--- src/rtl/lcdg_bus_sequencer_if.sv ---
// Command handshake between a host and the KS0108 bus sequencer.
// The host side uses the master modport and the sequencer uses the slave modport.
interface lcdg_bus_sequencer_if;
  logic       cmd_valid;
  logic       cmd_ready;
  logic       cmd_di;
  logic [1:0] cmd_side;
  logic [7:0] cmd_data;
  logic       init_done;

  modport master (
    output cmd_valid, cmd_di, cmd_side, cmd_data,
    input  cmd_ready, init_done
  );

  modport slave (
    input  cmd_valid, cmd_di, cmd_side, cmd_data,
    output cmd_ready, init_done
  );
endinterface

--- src/rtl/lcdg_bus_sequencer.sv ---
// Write-only KS0108 dual-controller LCD bus sequencer with power-on reset pulse and
// programmable setup/strobe/hold timing. Define LCDG_INIT_SEQ_EN for the built-in init writes.
module lcdg_bus_sequencer #(
  parameter int SETUP_CYC   = 4,
  parameter int EN_HIGH_CYC = 25,
  parameter int HOLD_CYC    = 25,
  parameter int RST_CYC     = 500
) (
  input  logic                 clk,
  input  logic                 rst,
  lcdg_bus_sequencer_if.slave  cmd,
  output logic [7:0]           db_o,
  output logic                 dori_o,
  output logic                 rw_o,
  output logic                 en_o,
  output logic                 cs1_o,
  output logic                 cs2_o,
  output logic                 rst_o
);

  localparam int MAX_SE  = (SETUP_CYC > EN_HIGH_CYC) ? SETUP_CYC : EN_HIGH_CYC;
  localparam int MAX_HR  = (HOLD_CYC > RST_CYC) ? HOLD_CYC : RST_CYC;
  localparam int MAX_CYC = (MAX_SE > MAX_HR) ? MAX_SE : MAX_HR;
  localparam int CW      = (MAX_CYC > 1) ? $clog2(MAX_CYC) : 1;

  typedef logic [CW-1:0] cnt_t;

  localparam cnt_t SETUP_LAST = cnt_t'(SETUP_CYC - 1);
  localparam cnt_t EN_LAST    = cnt_t'(EN_HIGH_CYC - 1);
  localparam cnt_t HOLD_LAST  = cnt_t'(HOLD_CYC - 1);
  localparam cnt_t RST_LAST   = cnt_t'(RST_CYC - 1);

  typedef enum logic [2:0] {
    RST_HOLD,
    RST_WAIT,
`ifdef LCDG_INIT_SEQ_EN
    INIT,
`endif
    IDLE,
    SETUP,
    STROBE,
    HOLD
  } state_t;

  state_t     state_q, state_d;
  cnt_t       cnt_q, cnt_d;
  logic [7:0] db_q, db_d;
  logic       di_q, di_d;
  logic       cs1_q, cs1_d;
  logic       cs2_q, cs2_d;
  logic       en_q, en_d;
  logic       rstn_q, rstn_d;
  logic       done_q, done_d;

`ifdef LCDG_INIT_SEQ_EN
  logic [1:0] idx_q, idx_d;

  function automatic logic [7:0] initByte(input logic [1:0] i);
    case (i)
      2'd0:    initByte = 8'h3F;
      2'd1:    initByte = 8'hC0;
      2'd2:    initByte = 8'hB8;
      default: initByte = 8'h40;
    endcase
  endfunction
`endif

  always_ff @(posedge clk or posedge rst) begin
    if (rst) begin
      state_q <= RST_HOLD;
      cnt_q   <= '0;
      db_q    <= '0;
      di_q    <= 1'b0;
      cs1_q   <= 1'b0;
      cs2_q   <= 1'b0;
      en_q    <= 1'b0;
      rstn_q  <= 1'b0;
      done_q  <= 1'b0;
`ifdef LCDG_INIT_SEQ_EN
      idx_q   <= '0;
`endif
    end else begin
      state_q <= state_d;
      cnt_q   <= cnt_d;
      db_q    <= db_d;
      di_q    <= di_d;
      cs1_q   <= cs1_d;
      cs2_q   <= cs2_d;
      en_q    <= en_d;
      rstn_q  <= rstn_d;
      done_q  <= done_d;
`ifdef LCDG_INIT_SEQ_EN
      idx_q   <= idx_d;
`endif
    end
  end

  // The counter reloads to zero on every state change; bus fields load only when a write starts.
  always_comb begin
    state_d = state_q;
    cnt_d   = cnt_q + cnt_t'(1);
    db_d    = db_q;
    di_d    = di_q;
    cs1_d   = cs1_q;
    cs2_d   = cs2_q;
`ifdef LCDG_INIT_SEQ_EN
    idx_d   = idx_q;
`endif
    case (state_q)
      RST_HOLD: begin
        if (cnt_q == RST_LAST) begin
          state_d = RST_WAIT;
          cnt_d   = '0;
        end
      end
      RST_WAIT: begin
        if (cnt_q == RST_LAST) begin
`ifdef LCDG_INIT_SEQ_EN
          state_d = INIT;
`else
          state_d = IDLE;
`endif
          cnt_d   = '0;
        end
      end
`ifdef LCDG_INIT_SEQ_EN
      INIT: begin
        state_d = SETUP;
        cnt_d   = '0;
        db_d    = initByte(idx_q);
        di_d    = 1'b0;
        cs1_d   = 1'b1;
        cs2_d   = 1'b1;
      end
`endif
      IDLE: begin
        cnt_d = '0;
        if (cmd.cmd_valid && (cmd.cmd_side != 2'b00)) begin
          state_d = SETUP;
          db_d    = cmd.cmd_data;
          di_d    = cmd.cmd_di;
          cs1_d   = cmd.cmd_side[0];
          cs2_d   = cmd.cmd_side[1];
        end
      end
      SETUP: begin
        if (cnt_q == SETUP_LAST) begin
          state_d = STROBE;
          cnt_d   = '0;
        end
      end
      STROBE: begin
        if (cnt_q == EN_LAST) begin
          state_d = HOLD;
          cnt_d   = '0;
        end
      end
      HOLD: begin
        if (cnt_q == HOLD_LAST) begin
          cnt_d   = '0;
          cs1_d   = 1'b0;
          cs2_d   = 1'b0;
          state_d = IDLE;
`ifdef LCDG_INIT_SEQ_EN
          if (!done_q) begin
            idx_d   = idx_q + 2'd1;
            state_d = (idx_q == 2'd3) ? IDLE : INIT;
          end
`endif
        end
      end
      default: begin
        state_d = RST_HOLD;
        cnt_d   = '0;
      end
    endcase
  end

  // Strobe, reset and done flags are registered from the next state so they change cleanly.
  always_comb begin
    en_d   = (state_d == STROBE);
    rstn_d = (state_d != RST_HOLD);
    done_d = done_q | (state_d == IDLE);
  end

  assign cmd.cmd_ready = (state_q == IDLE);
  assign cmd.init_done = done_q;
  assign db_o          = db_q;
  assign dori_o        = di_q;
  assign rw_o          = 1'b0;
  assign en_o          = en_q;
  assign cs1_o         = cs1_q;
  assign cs2_o         = cs2_q;
  assign rst_o         = rstn_q;

endmodule

--- src/flat_wrapper.sv ---
// flat-port wrapper written by rule: the top's interface ports become plain ports
module lcdg_bus_sequencer_flat 
#(
  parameter int SETUP_CYC   = 4,
  parameter int EN_HIGH_CYC = 25,
  parameter int HOLD_CYC    = 25,
  parameter int RST_CYC     = 500
)
  (clk, rst, db_o, dori_o, rw_o, en_o, cs1_o, cs2_o, rst_o, cmd_cmd_valid, cmd_cmd_di, cmd_cmd_side, cmd_cmd_data, cmd_cmd_ready, cmd_init_done);
  lcdg_bus_sequencer_if cmd_i ();
  input  logic clk;
  input  logic rst;
  output logic [7:0] db_o;
  output logic dori_o;
  output logic rw_o;
  output logic en_o;
  output logic cs1_o;
  output logic cs2_o;
  output logic rst_o;
  input wire logic [$bits(cmd_i.cmd_valid)-1:0] cmd_cmd_valid;
  input wire logic [$bits(cmd_i.cmd_di)-1:0] cmd_cmd_di;
  input wire logic [$bits(cmd_i.cmd_side)-1:0] cmd_cmd_side;
  input wire logic [$bits(cmd_i.cmd_data)-1:0] cmd_cmd_data;
  output wire logic [$bits(cmd_i.cmd_ready)-1:0] cmd_cmd_ready;
  output wire logic [$bits(cmd_i.init_done)-1:0] cmd_init_done;
  assign cmd_i.cmd_valid = cmd_cmd_valid;
  assign cmd_i.cmd_di = cmd_cmd_di;
  assign cmd_i.cmd_side = cmd_cmd_side;
  assign cmd_i.cmd_data = cmd_cmd_data;
  assign cmd_cmd_ready = cmd_i.cmd_ready;
  assign cmd_init_done = cmd_i.init_done;
  lcdg_bus_sequencer #(.SETUP_CYC(SETUP_CYC), .EN_HIGH_CYC(EN_HIGH_CYC), .HOLD_CYC(HOLD_CYC), .RST_CYC(RST_CYC)) u_core (.clk(clk), .rst(rst), .cmd(cmd_i), .db_o(db_o), .dori_o(dori_o), .rw_o(rw_o), .en_o(en_o), .cs1_o(cs1_o), .cs2_o(cs2_o), .rst_o(rst_o));
endmodule
--- config.mk ---
export PLATFORM = sky130hd
export DESIGN_NAME = lcdg_bus_sequencer_flat
export DESIGN_NICKNAME = d
export VERILOG_FILES = /design/src/rtl/lcdg_bus_sequencer_if.sv /design/src/rtl/lcdg_bus_sequencer.sv /design/src/flat_wrapper.sv
export SDC_FILE = /design/constraint.sdc
export NUM_CORES = 1
export LEC_CHECK = 0
export ABC_AREA = 1
export CAP_MARGIN = 5
export CELL_PAD_IN_SITES_DETAIL_PLACEMENT = 0
export CELL_PAD_IN_SITES_GLOBAL_PLACEMENT = 1
export CORE_MARGIN = 2
export CORE_UTILIZATION = 34
export DETAILED_ROUTE_END_ITERATION = 8
export PLACE_DENSITY_LB_ADDON = 0.1
export SYNTH_ARGS = -nofsm -noshare
export SYNTH_HDL_FRONTEND = slang
export SYNTH_SLANG_ARGS = --single-unit
--- constraint.sdc ---
create_clock -name clk -period 1.3 [get_ports clk]
set_input_delay 0.26 -clock clk [delete_from_list [all_inputs] [get_ports clk]]
set_output_delay 0.26 -clock clk [all_outputs]
set_load 0.02 [all_outputs]
**After elaboration in Yosys (flattened, before gate mapping)**

Index checks and enable logic that the tools add are counted.

- Flip-flop bits (word level): 26

- Reduce and logical (&&, ||, !) cells: 9
- Multiplexer cells: 16
- Add/subtract/negate cells: 1
- Bitwise operators: 1
- Equality and inequality tests: 12

Operators with widths:

| kind | count |
|---|---|
| $mux 9 | 3 |
| $pmux 9 s3 | 1 |
| $mux 3 | 6 |
| $pmux 3 s6 | 1 |
| $add 9x1->9 const B | 1 |
| $eq 3x2->1 const B | 3 |
| $eq 3x3->1 const B | 3 |
| $eq 9x2->1 const B | 1 |
| $eq 9x5->1 const B | 1 |
| $eq 9x9->1 const B | 1 |
| $ne 2x1->1 const B | 2 |
| $pmux 1 s2 | 2 |
| $reduce_bool 2->1 | 2 |
| $reduce_or 2->1 | 2 |
| $eq 3x1->1 const B | 1 |
| $logic_not 3->1 | 1 |
| $mux 1 | 3 |
| $reduce_and 3->1 | 1 |
| $reduce_bool 3->1 | 1 |
| $reduce_and 2->1 | 1 |
| $logic_and 1x1->1 | 1 |
| $or 1x1->1 | 1 |

**Logic depth before layout (Yosys ltp)**

Gate-level depths: netlist (run 1).

- Depth in word-level cells: 6
- Gate-level depth with buffers: 11

**Least setup slack after synthesis (run 1)**

Ideal clock, no wire load.

- Kind: register -> register
- Start: register u_core.state_q[2]
- End: register u_core.db_q[0] (netlist: u_core.db_o[0])
- Arrival time: 1414 ps
- Setup time: 125 ps
- Stages on the path, launching flop included: 6
- Buffers on the path: 2
- Clock period less this slack: 1540 ps
- Path slack: -240 ps
- Cell sequence: dfrtp_1 -> buf_6 -> nor3_4 -> nand3_4 -> buf_6 -> mux2_4

- Longest elaborated chain between the ends: 2

Ends and longest elaborated chain:

| item | line | RTL |
|---|---|---|
| from (decl) | lcdg_bus_sequencer.sv:45 | `state_t state_q, state_d;` |
| from (signal assigned) | lcdg_bus_sequencer.sv:83 | `state_q <= state_d;` |
| $eq 3x2->1 | - |  |
| net cmd_cmd_ready | flat_wrapper.sv:24 | `output wire logic [$bits(cmd_i.cmd_ready)-1:0] cmd_cmd_ready;` |
| $reduce_and 2->1 (no source line) | - |  |
| to (signal assigned) | lcdg_bus_sequencer.sv:72 | `db_q <= '0;` |
| to (signal assigned) | lcdg_bus_sequencer.sv:85 | `db_q <= db_d;` |
| to (decl) | lcdg_bus_sequencer.sv:47 | `logic [7:0] db_q, db_d;` |

The timed path passes the listed nets, and every way through them passes these cells.
A chain may end at the register's enable or synchronous reset.

**Final worst setup path (run 1)**

- Start: register u_core.cnt_q[1]
- End: register u_core.en_q (netlist: u_core.en_o)

- Longest elaborated chain between the ends: 4

Ends and longest elaborated chain:

| item | line | RTL |
|---|---|---|
| from (decl) | lcdg_bus_sequencer.sv:46 | `cnt_t cnt_q, cnt_d;` |
| from (signal assigned) | lcdg_bus_sequencer.sv:84 | `cnt_q <= cnt_d;` |
| $eq 9x5->1, or another cell as far along | lcdg_bus_sequencer.sv:153, lcdg_bus_sequencer.sv:159 |  |
| $mux 3, on equally long branches | - |  |
| $pmux 3 s6 (*) | lcdg_bus_sequencer.sv:109 | `case (state_q)` |
| $eq 3x3->1 (*) | lcdg_bus_sequencer.sv:181 | `en_d = (state_d == STROBE);` |
| net u_core.en_d | lcdg_bus_sequencer.sv:51 | `logic en_q, en_d;` |
| to (signal assigned) | lcdg_bus_sequencer.sv:89 | `en_q <= en_d;` |
| to (decl) | lcdg_bus_sequencer.sv:51 |  |

Mark *: on every way through the listed nets, which the timed path passes. The rest lies on a longest branch.

==> run_results.csv, run 1 <==
group,metric,value,unit
sta,finClkSkew,0.00328,ns
floorplanning,coreArea,3940,um2
route,ant_nets,0,
synth,synth_area_leaders,"dfrtp_1 47%, mux2_4 6.6%, nand2_1 6.6%",
final_layout,area_growth,66.1,%
floorplanning,boundaryPins,30,
clock_network,htreeDepth,1,
pwr,ir_worst_vdd,458,uV
global_route,overflow,0,
sta,fin_crit,1.53,ns
pwr,finalPower,1.33,mW
final_layout,final_cell_mix,"27 x buf_4, 26 x dfrtp_1, 21 x inv_1",
clock_network,tritoncts,"done",
critical_path,cp_num_buf_inv,1,
final_layout,num-nets-final,230,
pwr,power_leakage,1.09,nW
job,max_cap_violations,0,
critical_path,worstPathCellList,"inv_1 -> ha_2 -> nand2_2 -> nor2_4 -> nand2_4 -> nand2_4 -> nand2_4 -> nor2_4 -> nand3_2 -> nor2_1",
run_status,status,"complete, but fails checks",
critical_path,start_kind,"register",
route,first_pass_iters,2,
synth,ys_seq_area_share,47.4,%
synth,synth_nets,164,
sta,slew_viol_final,0,
critical_path,critical_path_class,"register to register",
critical_path,arrival,1.73,ns
final_layout,fillers,350,
sta,clock.fmax,0.653,GHz
clock_network,hold_buffers,0,
critical_path,crit_slowest_cell,"dfrtp_1",
critical_path,cp_common_cell,"nand2_4",
pwr,power.density,584,nW/um2
global_route,grt_pass1_vias,1199,
critical_path,critPathCaptureType,"register",
floorplanning,start_util,34.8,%
floorplanning,die_w,67.5,um
clock_network,clk_pin_slew,0.09,ns
clock_network,numCtsBuffers,3,
clock_network,clk_path_buf_depth,2,
final_layout,layout_commonest_cell,"buf_4",
global_route,grt-busiest-layer,"met2",
synth,yosys_register_bits,26,
synth,synth_cells,148,
sta,timing.final.crit_share,118,%
global_route,use_met2,26.2,%
global_route,antenna_found_initial,0,
global_route,grt_pass1_wl,5460,um
placement,place_congestion,0.797,
sta,fin_ws,-0.232,ns
global_route,grt_usage,15.9,%
critical_path,ff2ff_setup_slack,-0.23,ns
route,drt_iter0_drc,24,
final_layout,largest_register_ffs,9,
route,viasPerCell,4.58,
route,avgRoutedWirePerCell,12.9,um
floorplanning,die_h,67.5,um
floorplanning,die-area,4560,um2
synth,syn_area,1370,um2
global_route,grt_max_degree,27,
global_route,use_met3,2.17,%
clock_network,cts_sinks,26,
placement,port_buffers,28,
critical_path,critical_path.top_delay_family,"simple AND/OR/NAND/NOR gates",
hold_path,holdCritPathClass,"input port to asynchronous set/reset pin",
synth,synth.top_cell.area_share,47.4,%
synth,synth.largest_area_cell,"dfrtp_1",
final_layout,drive_above_1_share,39.6,%
critical_path,slowest_delay,0.41,ns
global_route,grt_util_met1,21.6,%
sta,hold_viol,0,
critical_path,critPathMaxFanout,4,
route,vias,1201,
final_layout,top_register,"u_core.cnt_q",
route,drc,0,
final_layout,diodes,0,
clock_network,clock_latency,0.27,ns
floorplanning,placementRows,23,
synth,ys.warnings.count,0,
clock_network,root_buffer,"clkbuf_8",
sta,setup_viol,27,
route,drt_wl_total,3380,um
synth,synth_cell_types,26,
critical_path,worstPathRequired,1.50,ns
run_status,violations,"negative setup slack",
final_layout,post-route-util,57.8,%
synth,avgSynthCellArea,9.27,um2
sta,rsz0062_at_grt,"true",
placement,dpl.hpwl,2330,um
[repair_timing]
action | in CTS | in global routing
gates cloned | 1 | 1
endpoints found under the setup margin | 41 | 27
gates resized for setup | 36 | 27
pin swaps | 11 | 11
buffers inserted | 0 | 4
[final timing paths]
path,start,endpoint,cells after the start
setup / recovery,u_core.cnt_q[1]$_DFF_PP0_,u_core.en_o$_DFF_PP0_,10
hold / removal,rst,u_core.dori_o$_DFFE_PP0P_,3
setup reg to reg,u_core.cnt_q[1]$_DFF_PP0_,u_core.en_o$_DFF_PP0_,10
hold reg to reg,u_core.cmd.init_done$_DFF_PP0_,u_core.cmd.init_done$_DFF_PP0_,2
max in group asynchronous,rst,u_core.state_q[2]$_DFF_PP0_,3
min in group clk,u_core.cmd.init_done$_DFF_PP0_,u_core.cmd.init_done$_DFF_PP0_,2
[Yosys cell counts]
master,number
a21oi_1,1
a31oi_1,9
buf_4,1
buf_6,3
conb_1,1
dfrtp_1,26
ha_1,2
inv_1,22
inv_2,1
mux2_2,3
mux2_4,6
nand2_1,24
nand2_2,1
nand3_1,12
nand3_4,1
nand3b_1,1
nand4_1,2
nor2_1,18
nor2_2,1
nor3_1,1
nor3_2,1
nor3_4,1
o21ai_0,2
o21ai_2,1
xnor2_1,1
xor2_1,6
[report_power, final]
part	internal, mW	leakage, nW	total, mW	switching [mW]
combinational	0.0417	0.735	0.0722	0.0304
sequential	0.808	0.333	0.808	0
clock	0.207	0.0216	0.449	0.242
total	1.06	1.09	1.33	0.272
[metal layers]
layer  vias up  wire length [um]
met4         0                20
met1       579              1610
met3         2                69
met5         -                 0
li1        605                 -
met2        15              1680
[worst register-to-register path: cells and delay by family, from the launching register on]
| family | cells | cell delay [ns] |
|---|---|---|
| adders and majority gates | 1 | 0.17 |
| and+or+nand+nor | 8 | 0.81 |
| buffers and inverters | 1 | 0.07 |
| DFF | 1 | 0.41 |
[stage by stage]
stage | cells | worst slack (ns) | hold WS [ns] | area, um2 | TNS [ns]
floorplan | 148 | -0.189 | 0.300 | 1380 | -1.41
global placement | 253 | -0.229 | 0.450 | 1940 | -4.87
detailed placement | 253 | -0.278 | 0.457 | 1940 | -5.58
CTS | 257 | -0.213 | 0.309 | 2050 | -3.64
global route | 262 | -0.337 | 0.319 | 2280 | -5.45
finish | 262 | -0.232 | 0.304 | 2280 | -3.55
[area by class of cell]
class	count	area, um2	area share (%)
clock buffers	3	41.3	1.81
multi-input cells	96	827	36.3
well taps	50	62.6	2.75
flip-flops and latches	26	651	28.6
repair buffers	64	609	26.8
inverters	23	86.3	3.79
[kinds of logic (layout without fill, tap and decap cells)]
| group | Yosys count | in the layout | synth area share (%) |
|---|---|---|---|
| AO/OA/AOI/OAI | 13 | 13 | 5.84 |
| buffers and inverters | 27 | 90 | 9.31 |
| multiplexers | 9 | 9 | 9.03 |
| XOR/XNOR | 7 | 7 | 4.47 |
| adder cells (fa/ha/maj) | 2 | 2 | 1.82 |
| other | 1 | 1 | 0.273 |
| flip-flops | 26 | 26 | 47.4 |
| AND/OR/NAND/NOR | 63 | 64 | 21.8 |
Power figures use the tool's default switching activity.
==> inputs of run 2 (changes only) <==
MAX_ROUTING_LAYER = met4   (was default)
==> run 2 against run 1 <==
The run still ends with negative setup slack left; combinational power is essentially flat; clock-buffer cell count is the same; clock skew is essentially flat; wire length shrank 0.15%; clock power is essentially flat; sequential power is essentially flat; core utilization is the same; global-route usage grew 0.46 points; sequential share of layout area is the same; critical path type unchanged; highest routed layer unchanged.
==> run_results.csv, run 2 (same netlist as run 1, synthesis figures left out) <==
group,metric,value,unit
critical_path,r2r-end,"u_core.en_o$_DFF_PP0_",
final_layout,fin_area,2280,um2
route,drt_iter0_drc,17,
pwr,ir_worst_vdd,458,uV
floorplanning,coreArea,3940,um2
route,avgRoutedWirePerCell,12.9,um
global_route,use_met2,26.2,%
floorplanning,die-area,4560,um2
critical_path,rr_startpoint,"u_core.cnt_q[1]$_DFF_PP0_",
sta,setup_viol,27,
final_layout,fillers,350,
global_route,antenna_found_initial,0,
route,ant_nets,0,
critical_path,arrival,1.73,ns
pwr,clkPwrFrac,33.8,%
floorplanning,die_w,67.5,um
clock_network,hold_buffers,0,
final_layout,largest_register_ffs,9,
pwr,p_comb_share,5.4,%
route,drc,0,
final_layout,multiInputGateArea,827,um2
route,first_pass_iters,2,
critical_path,crit_start,"u_core.cnt_q[1]$_DFF_PP0_",
critical_path,start_kind,"register",
clock_network,cts_sinks,26,
placement,placed_area,1940,um2
sta,fin_ws,-0.231,ns
critical_path,worstPathRequired,1.50,ns
final_layout,area_growth,66.1,%
clock_network,numCtsBuffers,3,
pwr,seqPwrFrac,60.8,%
job,max_cap_violations,0,
route,vias,1200,
sta,fin_worst_hold_slack,0.304,ns
critical_path,critPathMaxFanout,4,
clock_network,tritoncts,"done",
clock_network,clk_pin_slew,0.09,ns
critical_path,endpoint,"u_core.en_o$_DFF_PP0_",
critical_path,ff2ff_setup_slack,-0.23,ns
pwr,power_leakage,1.09,nW
final_layout,num-nets-final,230,
final_layout,final_cell_mix,"27 x buf_4, 26 x dfrtp_1, 21 x inv_1",
sta,rsz0062_at_grt,"true",
critical_path,critPathCaptureType,"register",
pwr,finalPower,1.33,mW
global_route,grt_max_degree,27,
route,drt_wl_total,3380,um
final_layout,stdcell_count,262,
hold_path,holdCritPathClass,"input port to asynchronous set/reset pin",
clock_network,root_buffer,"clkbuf_8",
clock_network,clock_latency,0.27,ns
critical_path,critical_path_class,"register to register",
placement,placedCellCount,253,
pwr,switchingPower,0.272,mW
final_layout,final-seq-area,651,um2
floorplanning,start_util,34.8,%
global_route,grt_usage,16.3,%
final_layout,drive_above_1_share,39.6,%
sta,clock.fmax,0.653,GHz
floorplanning,die_h,67.5,um
run_status,violations,"negative setup slack",
global_route,use_met3,2.00,%
global_route,grt-busiest-layer,"met2",
final_layout,diodes,0,
pwr,p_sw_share,20.5,%
global_route,grt_pass1_vias,1200,
clock_network,clk_path_buf_depth,2,
placement,port_buffers,28,
sta,fin_crit,1.53,ns
pwr,power.density,584,nW/um2
route,viasPerCell,4.58,
placement,place_congestion,0.809,
pwr,p_int,1.06,mW
global_route,grt_pass1_wl,5460,um
critical_path,reg2regPathDepth,10,
sta,timing.final.crit_share,118,%
sta,finClkSkew,0.00370,ns
floorplanning,placementRows,23,
floorplanning,boundaryPins,30,
global_route,overflow,0,
sta,slew_viol_final,0,
global_route,grt_util_met1,21.7,%
final_layout,top_register,"u_core.cnt_q",
sta,hold_viol,0,
placement,dpl.hpwl,2330,um
run_status,status,"complete, but fails checks",
final_layout,layout_commonest_cell,"buf_4",
clock_network,htreeDepth,1,
-- run 2: cell counts in the layout (fill, tap and decap cells not counted) --
Identical to the previous run, type by type.
-- run 2: how the worst min path moves through the flow --
stage | startpoint | endpoint | depth (start not counted)
finish | rst | u_core.dori_o$_DFFE_PP0P_ | 3
global placement | u_core.cmd.init_done$_DFF_PP0_ | u_core.cmd.init_done$_DFF_PP0_ | 2
global route | rst | u_core.dori_o$_DFFE_PP0P_ | 3
floorplan | rst | u_core.cmd.init_done$_DFF_PP0_ | 1
CTS | rst | u_core.dori_o$_DFFE_PP0P_ | 3
detailed placement | u_core.cmd.init_done$_DFF_PP0_ | u_core.cmd.init_done$_DFF_PP0_ | 2
-- run 2: cell type report --
type	instances	area share, %
clock buffer	3	1.81
timing repair buffer	64	26.8
sequential	26	28.6
inverter	23	3.79
multi-input combinational	96	36.3
tap	50	2.75
-- run 2: per-layer routing --
layer  wire (um)  part of all wire [%]
met5           0                     0
met4          17                  0.50
met3          66                   2.0
met2        1670                    49
met1        1620                    48
-- run 2: critical path, stage by stage, from the launching register on --
cell	delay, ns
dfrtp_1	0.41
inv_1	0.07
ha_2	0.17
nand2_2	0.07
nor2_4	0.21
nand2_4	0.10
nand2_4	0.09
nand2_4	0.06
nor2_4	0.12
nand3_2	0.07
nor2_1	0.09
-- run 2: per-stage QoR --
stage / TNS, ns / util [%] / worst slack, ns
CTS: -3.64 / 52.1 / -0.213
finish: -3.53 / 57.8 / -0.231
detailed placement: -5.58 / 49.3 / -0.278
global placement: -4.87 / 49.3 / -0.229
global route: -5.45 / 57.8 / -0.337
floorplan: -1.41 / - / -0.189
-- run 2: repair_timing --
action                     CTS  global route
setup endpoints to repair   41            27
gates cloned                 1             1
pin swaps                   11            11
buffers inserted             0             4
gates resized for setup     36            27
-- run 2: power groups by stage --
stage,Combinational (mW),Sequential [mW],Clock [mW]
global route,0.0798,0.808,0.504
floorplan,0.0206,0.824,0
global placement,0.0692,0.824,0
detailed placement,0.0716,0.824,0
finish,0.0722,0.808,0.449
CTS,0.0732,0.808,0.475
